<file path="src/rtl/mult_pkg.sv">
// Shared widths and the Baugh-Wooley correction constant for the signed array multiplier.
package mult_pkg;

    localparam int unsigned MULT_W = 6;
    localparam int unsigned PROD_W = 2 * MULT_W;

    localparam logic [PROD_W-1:0] BW_CORR = 12'b1000_0100_0000;

    typedef logic [MULT_W-1:0] opnd_t;
    typedef logic [PROD_W-1:0] prod_t;

    // Correction constant for any operand width: ones at bit w and bit 2w-1.
    function automatic logic [63:0] bw_corr(input int unsigned w);
        logic [63:0] c;
        c = '0;
        c[w] = 1'b1;
        c[2*w-1] = 1'b1;
        return c;
    endfunction

endpackage

</file>
<file path="src/rtl/mult_fa.sv">
// One-bit full adder, the building cell of the carry-save rows and the final ripple adder.
module mult_fa
    import mult_pkg::*;
(
    input  logic a,
    input  logic b,
    input  logic cin,
    output logic s,
    output logic cout
);

    logic p;

    assign p    = a ^ b;
    assign s    = p ^ cin;
    assign cout = (a & b) | (cin & p);

endmodule

</file>
<file path="src/rtl/multiplier.sv">
// Signed WIDTHxWIDTH Baugh-Wooley carry-save array multiplier with a registered product.
module multiplier
    import mult_pkg::*;
#(
    parameter int unsigned WIDTH = MULT_W
) (
    input  logic                 clk,
    input  logic                 rst_n,
    input  logic [WIDTH-1:0]     X,
    input  logic [WIDTH-1:0]     Y,
    output logic [2*WIDTH-1:0]   prdct
);

    localparam int unsigned PW = 2 * WIDTH;
    localparam logic [63:0] CORR_WIDE = bw_corr(WIDTH);
    localparam logic [PW-1:0] CORR = CORR_WIDE[PW-1:0];

    // Partial-product rows, one per multiplier bit, already shifted to their weight.
    logic [WIDTH-1:0][PW-1:0] pp_row;

    always_comb begin
        for (int j = 0; j < int'(WIDTH); j++) begin
            pp_row[j] = '0;
            for (int i = 0; i < int'(WIDTH); i++) begin
                // Cross terms with exactly one sign bit carry negative weight: invert them.
                if ((i == int'(WIDTH) - 1) != (j == int'(WIDTH) - 1)) begin
                    pp_row[j][i+j] = ~(X[i] & Y[j]);
                end else begin
                    pp_row[j][i+j] = X[i] & Y[j];
                end
            end
        end
    end

    // Carry-save accumulation: row 0 seeds the sum, the correction constant seeds the carry.
    logic [WIDTH-1:0][PW-1:0] sum_v;
    logic [WIDTH-1:0][PW-1:0] carry_v;

    assign sum_v[0]   = pp_row[0];
    assign carry_v[0] = CORR;

    for (genvar r = 1; r < WIDTH; r++) begin : g_row
        assign carry_v[r][0] = 1'b0;
        for (genvar b = 0; b < PW - 1; b++) begin : g_bit
            mult_fa u_fa (
                .a    (sum_v[r-1][b]),
                .b    (carry_v[r-1][b]),
                .cin  (pp_row[r][b]),
                .s    (sum_v[r][b]),
                .cout (carry_v[r][b+1])
            );
        end
        // Top bit needs no carry out: it would land beyond the product width.
        assign sum_v[r][PW-1] = sum_v[r-1][PW-1] ^ carry_v[r-1][PW-1] ^ pp_row[r][PW-1];
    end

    // Final ripple adder merges the redundant sum/carry pair.
    logic [PW-1:0] fsum;
    logic [PW-1:0] rc;

    assign rc[0] = 1'b0;

    for (genvar b = 0; b < PW - 1; b++) begin : g_final
        mult_fa u_fa (
            .a    (sum_v[WIDTH-1][b]),
            .b    (carry_v[WIDTH-1][b]),
            .cin  (rc[b]),
            .s    (fsum[b]),
            .cout (rc[b+1])
        );
    end

    assign fsum[PW-1] = sum_v[WIDTH-1][PW-1] ^ carry_v[WIDTH-1][PW-1] ^ rc[PW-1];

    always_ff @(posedge clk or negedge rst_n) begin
        if (!rst_n) begin
            prdct <= '0;
        end else begin
            prdct <= fsum;
        end
    end

endmodule

</file>
<file path="config.mk">
export PLATFORM = sky130hd
export DESIGN_NAME = multiplier
export DESIGN_NICKNAME = d
export VERILOG_FILES = /design/src/rtl/mult_pkg.sv /design/src/rtl/mult_fa.sv /design/src/rtl/multiplier.sv
export SDC_FILE = /design/constraint.sdc
export NUM_CORES = 1
export LEC_CHECK = 0
export CAP_MARGIN = 0
export CORE_UTILIZATION = 50
export DETAILED_ROUTE_END_ITERATION = 6
export PLACE_DENSITY = 0.85
export SETUP_SLACK_MARGIN = 0.4
export SKIP_CTS_REPAIR_TIMING = 1
export SYNTH_ARGS = -nofsm -noshare
export SYNTH_HDL_FRONTEND = slang
export SYNTH_HIERARCHICAL = 1
export SYNTH_SLANG_ARGS = --single-unit
</file>
<file path="constraint.sdc">
create_clock -name clk -period 0.8 [get_ports clk]
set_clock_uncertainty 0.05 [all_clocks]
set_input_delay 0.2 -clock clk [delete_from_list [all_inputs] [get_ports clk]]
set_output_delay 0.2 -clock clk [all_outputs]
set_load 0.02 [all_outputs]
</file>
==> results.json, run 1 <==
{
  "tns_ps": -36630,
  "start_util": 0.541,
  "htree_levels": 1,
  "clkTransAtPathRegs_ps": 50,
  "overflow": 0,
  "p_sw_uw": 3360,
  "clock_path_buffers": 2,
  "finalCritPeriodShare": 6.01,
  "numCtsBuffers": 3,
  "fin_cells": 253,
  "power.density_mw_per_mm2": 3100,
  "die-area_mm2": 0.00400,
  "internal_power_uw": 4850,
  "crit_path_start_kind": "input pin",
  "row_count": 21,
  "place_ws_ps": -4840,
  "place_congestion": 0.758,
  "largest_register_ffs": 12,
  "vias": 1147,
  "placed_cells": 247,
  "core_area_mm2": 0.00347,
  "synth_area_leaders": "fa_1, dfrtp_1, and2_1",
  "crit_type": "input pin to flop",
  "outcome": "finished with violations",
  "first_pass_iters": 4,
  "grt_pass1_wl_mm": 6.16,
  "critPathArrivalTime_ps": 4870,
  "yosys.cell_types.count": 8,
  "synth_top_area_share": 0.704,
  "pwr-share-clk": 0.077,
  "grt_max_degree": 13,
  "drcViolationCount": 0,
  "fillerInstances": 232,
  "regMostFlops": "prdct",
  "syn-cell-area_mm2": 0.00188,
  "via_per_inst": 4.53,
  "combPwrFrac": 0.773,
  "fin_hold_ws_ps": -70.1,
  "cts_tree": "done",
  "power.total_uw": 8210,
  "hpwl_mm": 3.36,
  "p_leak_uw": 0.00122,
  "yosysTopAreaCell": "fa_1",
  "ys_seq_area_frac": 0.160,
  "fp.dieH_um": 63.3,
  "root_buffer": "clkbuf_8",
  "avgSynthCellArea_um2": 15.7,
  "final_common_cell": "conb_1",
  "final_cell_mix": "conb_1, fa_1, fa_2",
  "cp.required_ps": 860,
  "syn_inst": 120,
  "antenna_found_initial": 0,
  "yosysWarningCount": 6,
  "period_needed_ps": 4810,
  "antenna_cells": 0,
  "port_buffers": 25,
  "fin_area_mm2": 0.00264,
  "drtIter0Drc": 26,
  "seqPwrFrac": 0.150,
  "setup_ws_ps": -4010,
  "worstSetupEndpointType": "flop",
  "placedInstanceArea_mm2": 0.00249,
  "reg_top3": "prdct x12",
  "grt_usage": 0.211,
  "fin_nets": 288,
  "maxCapViolCount": 0,
  "wl_per_cell_um": 14.3,
  "ir_drop_v": 0.00263,
  "synth_seq_cells": 12,
  "antenna_left": 0,
  "io_pins": 26,
  "hold_path.class": "input pin to async pin",
  "layout-area-overhead-vs-synth_pct": 40.8,
  "critPathMaxFanout": 3,
  "rsz0062_at_grt": "true",
  "die_x_um": 63.3,
  "grt_pass1_vias": 1450,
  "finalHoldViolCount": 12,
  "drive_gt1_frac": 0.333,
  "slew_viol_final": 0,
  "drt-total-wl_mm": 3.61,
  "setup_viol": 24,
  "clock.fmax_mhz": 208,
  "swShare": 0.409,
  "clock-sinks": 12,
  "violations": "negative hold slack, negative setup slack"
}
[worst max-delay path: stages]
cell	delay, ps
buf_6	90
and2_4	150
fa_2	520
fa_2	440
fa_2	580
fa_2	460
fa_2	380
fa_2	360
fa_2	340
fa_2	340
fa_2	340
fa_2	340
xnor2_1	140
xnor3_1	180
[power groups by stage]
stage               registers, µW  logic (µW)  clock network, µW
finish                       1230        6340                632
global route                 1260        7320                685
CTS                          1170        6340                652
detailed placement           1180        6340                  0
global placement             1160        5910                  0
floorplan                    1580        4100                  0
[worst paths after layout]
path	slack, ps	to	start
worst max-delay path	-4010	prdct[11]	X[4]
worst min-delay path	-70	prdct[8]	rst_n
max in group asynchronous	640	prdct[3]	rst_n
min in group clk	660	prdct[9]	X[3]
[cells in the mapped netlist (all sizes together)]
cell,instances
and2,26
conb,2
dfrtp,12
fa,66
nand2,10
xnor2,2
xnor3,1
xor2,1
[kinds of logic after synthesis]
kind of cell / after synthesis / share of synthesized area
XOR/XNOR: 4 / 0.0260
adder cells (fa/ha/maj): 66 / 0.704
flip-flops: 12 / 0.160
other: 2 / 0.00400
AND/OR/NAND/NOR: 36 / 0.107
[per-stage QoR]
stage,utilization,hold WS (ps)
after detailed placement,0.719,491
after CTS,0.735,251
after global routing,0.762,-56.6
after floorplan,-,-146
final,0.762,-70.1
after global placement,0.719,491
[layer usage]
layer	global-route usage	vias to the layer above	share of wire
met1	0.192	624	0.28
met2	0.456	29	0.66
met5	0	-	0
li1	-	486	-
met4	0.0568	0	0.027
met3	0.0362	8	0.025
[area by class of cell]
type                            instances  area, µm²  area share
Tap cell                               46       57.6      0.0218
Timing Repair Buffer                   38        402       0.152
Multi-Input combinational cell        153       1830       0.692
Sequential cell                        12        300       0.114
Clock buffer                            4       55.1      0.0208
Power figures use the tool's default switching activity.
==> inputs of run 2 (changes only) <==
- REMOVE_ABC_BUFFERS: default -> 1
- SLEW_MARGIN: default -> 10
- TNS_END_PERCENT: default -> 5
==> run 2 against run 1 <==
Against the previous run: count of clock-buffer cells in the layout is the same; critical path depth is the same; worst hold slack lost 57 ps; power shrank 7.9%; global-route usage shrank 3.2 points; cell area shrank 4.9%; die area is the same; sequential share of layout area grew 0.59 points; the run still ends with negative hold slack, negative setup slack left; highest routed layer unchanged; first-iteration DRC count shrank 65%; largest cell class unchanged; routed wire length shrank 16%.
==> results.json, run 2 (same netlist as run 1, synthesis figures left out) <==
{
  "outcome": "finished with violations",
  "violations": "negative hold slack, negative setup slack",
  "met3_usage": 0.0254,
  "cts_tree": "done",
  "power.total_uw": 7560,
  "period_needed_ps": 4790,
  "gr-usage-met1": 0.201,
  "grt-busiest-layer": "met2",
  "final_cell_mix": "conb_1, fa_1, fa_2",
  "met2_usage": 0.355,
  "rsz0062_at_grt": "true",
  "seqCellArea_um2": 300,
  "fp.dieH_um": 63.3,
  "drtIter0Drc": 9,
  "fin_hold_ws_ps": -127,
  "fin_util": 0.725,
  "first_pass_iters": 2,
  "place_congestion": 0.765,
  "wl_per_cell_um": 12.2,
  "layout-area-overhead-vs-synth_pct": 33.8,
  "crit_type": "input pin to flop",
  "multiInputGateArea_mm2": 0.00182,
  "finalCritPeriodShare": 5.99,
  "clkTransAtPathRegs_ps": 50,
  "grt_usage": 0.179,
  "grt_max_degree": 13,
  "overflow": 0,
  "maxCapViolCount": 0,
  "drive_gt1_frac": 0.289,
  "antenna_left": 0,
  "numCtsBuffers": 3,
  "fin_nets": 285,
  "power.density_mw_per_mm2": 3010,
  "antenna_cells": 0,
  "port_buffers": 25,
  "final_common_cell": "conb_1",
  "regMostFlops": "prdct",
  "crit_path_start_kind": "input pin",
  "grt_pass1_vias": 1337,
  "root_buffer": "clkbuf_8",
  "cp_slowest_stage_delay_ps": 590,
  "critPathMaxFanout": 6,
  "place_ws_ps": -5140,
  "p_leak_uw": 0.00118,
  "fillerInstances": 243,
  "hold_path.class": "input pin to async pin",
  "ir_drop_v": 0.00224,
  "setup_viol": 24,
  "clock.fmax_mhz": 209,
  "io_pins": 26,
  "start_util": 0.541,
  "crit_chain": "buf_8, nand2_4, fa_1, fa_1, fa_1, fa_1, fa_1, fa_2, fa_2, fa_2, fa_2, fa_2, xnor2_1, xnor3_1",
  "die_x_um": 63.3,
  "row_count": 21,
  "htree_levels": 1,
  "drt-total-wl_mm": 3.04,
  "slew_viol_final": 0,
  "antenna_found_initial": 0,
  "hpwl_mm": 2.82,
  "clock-sinks": 12,
  "die-area_mm2": 0.00400,
  "largest_register_ffs": 12,
  "setup_ws_ps": -3990,
  "core_area_mm2": 0.00347,
  "reg_top3": "prdct x12",
  "cp_slowest_cell": "fa_1",
  "clock_path_buffers": 2,
  "vias": 1092,
  "grt_pass1_wl_mm": 5.47,
  "worstSetupEndpointType": "flop",
  "via_per_inst": 4.37,
  "finalHoldViolCount": 12,
  "cp.required_ps": 860,
  "drcViolationCount": 0,
  "critPathArrivalTime_ps": 4850
}
==> run 2: cell count changes in the layout (fill, tap and decap cells not counted), moves of 5 or more <==
| cell | delta |
|---|---|
| fa_1 | +5 |
| buf_6 | -16 |
| clkbuf_2 | +6 |
| buf_2 | +6 |
| fa_2 | -5 |
==> run 2: final timing paths <==
| check | startpoint | to | slack, ps | depth (start not counted) |
|---|---|---|---|---|
| max | Y[1] | prdct[11] | -3990 | 14 |
| min | rst_n | prdct[4] | -130 | 2 |
| min in group clk | X[3] | prdct[8] | 670 | 5 |
| max in group asynchronous | rst_n | prdct[10] | 720 | 2 |
==> run 2: final cells by class <==
type / count / share of cell area
tap: 46 / 0.0229
clock buffer: 4 / 0.0219
sequential: 12 / 0.119
timing repair buffer: 35 / 0.111
multi-input combinational: 153 / 0.725
==> run 2: power by group <==
group	internal [µW]	switching, µW
registers	1080	68.1
clock network	433	201
logic	2830	2950
==> run 2: critical path: cells and delay by family <==
| family | cells | cell delay, ps |
|---|---|---|
| adder cells (fa/ha/maj) | 10 | 4170 |
| AND/OR/NAND/NOR | 1 | 60 |
| XOR/XNOR | 2 | 310 |
| buffers and inverters | 1 | 110 |
==> run 2: metal layers <==
metal	wire length [µm]	vias up	share of wire
li1	-	480	-
met1	1040	590	0.34
met2	1910	18	0.63
met3	64	4	0.021
met4	32	0	0.011
met5	0	-	0
==> run 2: metrics by stage <==
| step | instances | area, µm² | TNS [ps] |
|---|---|---|---|
| final | 250 | 2510 | -37530 |
| after global routing | 250 | 2510 | -38930 |
| after CTS | 250 | 2500 | -50370 |
| after detailed placement | 246 | 2440 | -50280 |
| after global placement | 246 | 2440 | -49090 |
| after floorplan | 165 | 2050 | -37770 |
==> inputs of run 3 (changes only) <==
- GPL_TIMING_DRIVEN: default -> 0
==> run 3 against run 2 <==
Against the previous run: the run still ends with negative hold slack, negative setup slack left; power decreased by 3.8%; flip-flop and latch count unchanged; highest routed layer unchanged; first-iteration DRC count increased to 2.7 times the previous value; sequential power barely moved; non-clock buffer count shrank 10; critical endpoint unchanged.
==> results.json, run 3 (same netlist as run 1, synthesis figures left out) <==
{
  "clock_path_buffers": 2,
  "numCtsBuffers": 3,
  "drcViolationCount": 0,
  "multiInputGateArea_mm2": 0.00180,
  "power.density_mw_per_mm2": 3070,
  "overflow": 0,
  "grt_pass1_vias": 1317,
  "place_ws_ps": -5200,
  "clkTransAtPathRegs_ps": 50,
  "cts_tree": "done",
  "fin_area_mm2": 0.00237,
  "met3_usage": 0.0308,
  "antenna_left": 0,
  "drive_gt1_frac": 0.238,
  "gr-usage-met1": 0.179,
  "placedInstanceArea_mm2": 0.00235,
  "critPathBufInv": 1,
  "row_count": 21,
  "slew_viol_final": 0,
  "period_needed_ps": 4880,
  "p_leak_uw": 0.00110,
  "die-area_mm2": 0.00400,
  "fin_hold_ws_ps": -211,
  "fin_nets": 275,
  "crit_top_cell": "fa_2",
  "drt-total-wl_mm": 2.86,
  "grt_usage": 0.166,
  "grt_max_degree": 13,
  "finalHoldViolCount": 12,
  "io_pins": 26,
  "cp_slowest_stage_delay_ps": 560,
  "crit_family": "adder cells",
  "worstSetupEndpointType": "flop",
  "hold_path.class": "input pin to async pin",
  "fp.dieH_um": 63.3,
  "clock.fmax_mhz": 205,
  "htree_levels": 1,
  "crit_type": "input pin to flop",
  "first_pass_iters": 3,
  "critPathMaxFanout": 6,
  "port_buffers": 25,
  "cp_slowest_cell": "fa_2",
  "critPathArrivalTime_ps": 4940,
  "fillerInstances": 262,
  "rsz0062_at_grt": "true",
  "root_buffer": "clkbuf_8",
  "cp.required_ps": 860,
  "setup_ws_ps": -4080,
  "finalCritPeriodShare": 6.10,
  "crit_chain": "buf_4, and2_4, fa_1, fa_2, fa_2, fa_2, fa_2, fa_2, fa_2, fa_2, fa_2, fa_2, xnor2_1, xnor3_1",
  "hpwl_mm": 2.64,
  "clock-sinks": 12,
  "place_congestion": 0.765,
  "final_cell_mix": "fa_1, conb_1, and2_1",
  "final_common_cell": "fa_1",
  "grt-busiest-layer": "met2",
  "largest_register_ffs": 12,
  "via_per_inst": 4.48,
  "vias": 1070,
  "drtIter0Drc": 24,
  "maxCapViolCount": 0,
  "start_util": 0.541,
  "ir_drop_v": 0.00224,
  "crit_path_start_kind": "input pin",
  "layout-area-overhead-vs-synth_pct": 26.1,
  "antenna_cells": 0,
  "outcome": "finished with violations",
  "reg_top3": "prdct x12",
  "grt_pass1_wl_mm": 5.08,
  "die_x_um": 63.3,
  "met2_usage": 0.329,
  "wl_per_cell_um": 12.0,
  "seqCellArea_um2": 300,
  "violations": "negative hold slack, negative setup slack",
  "setup_viol": 24,
  "core_area_mm2": 0.00347,
  "regMostFlops": "prdct",
  "antenna_found_initial": 0
}
run 3: cell types whose count changed in the layout (fill, tap and decap cells not counted), sizes merged:
| cell | before | now |
|---|---|---|
| clkdlybuf4s50 | 4 | 3 |
| dlymetal6s2s | 4 | 1 |
| buf | 19 | 13 |
| clkbuf | 12 | 11 |
run 3: area by class of cell:
cell class,instances,area share
Timing Repair Buffer,25,0.0708
Sequential cell,12,0.127
Clock buffer,3,0.0174
Multi-Input combinational cell,153,0.761
Tap cell,46,0.0243
run 3: how the worst max path moves through the flow:
stage | startpoint | to | cells after the start | slack (ps)
final | Y[1] | prdct[11] | 14 | -4080
after global placement | X[5] | prdct[11] | 14 | -5070
after floorplan | X[4] | prdct[11] | 13 | -4400
after detailed placement | X[5] | prdct[11] | 14 | -5200
after global routing | X[5] | prdct[11] | 14 | -4180
after CTS | X[5] | prdct[11] | 14 | -4920
run 3: routing by layer:
layer / vias up / wire [µm]
met4: 0 / 48
met3: 4 / 69
met1: 587 / 924
li1: 459 / -
met2: 20 / 1810
met5: - / 0
run 3: power by group:
| part | switching, µW | leakage (µW) | total, µW | internal (µW) |
|---|---|---|---|---|
| clock | 180 | 0.0000216 | 508 | 328 |
| sequential | 81.3 | 0.000140 | 1160 | 1080 |
| combinational | 2880 | 0.000938 | 5600 | 2720 |
| total | 3140 | 0.00110 | 7270 | 4130 |
run 3: metrics by stage:
step	hold slack [ps]	instances	setup TNS [ps]	util	power [µW]
2_1_floorplan	-146	165	-37770	-	5410
3_3_place_gp	507	236	-51310	0.679	6770
3_5_place_dp	522	236	-52490	0.679	6940
4_1_cts	272	239	-50330	0.691	7460
5_1_grt	-196	239	-38100	0.683	8260
6_report	-211	239	-36950	0.683	7270
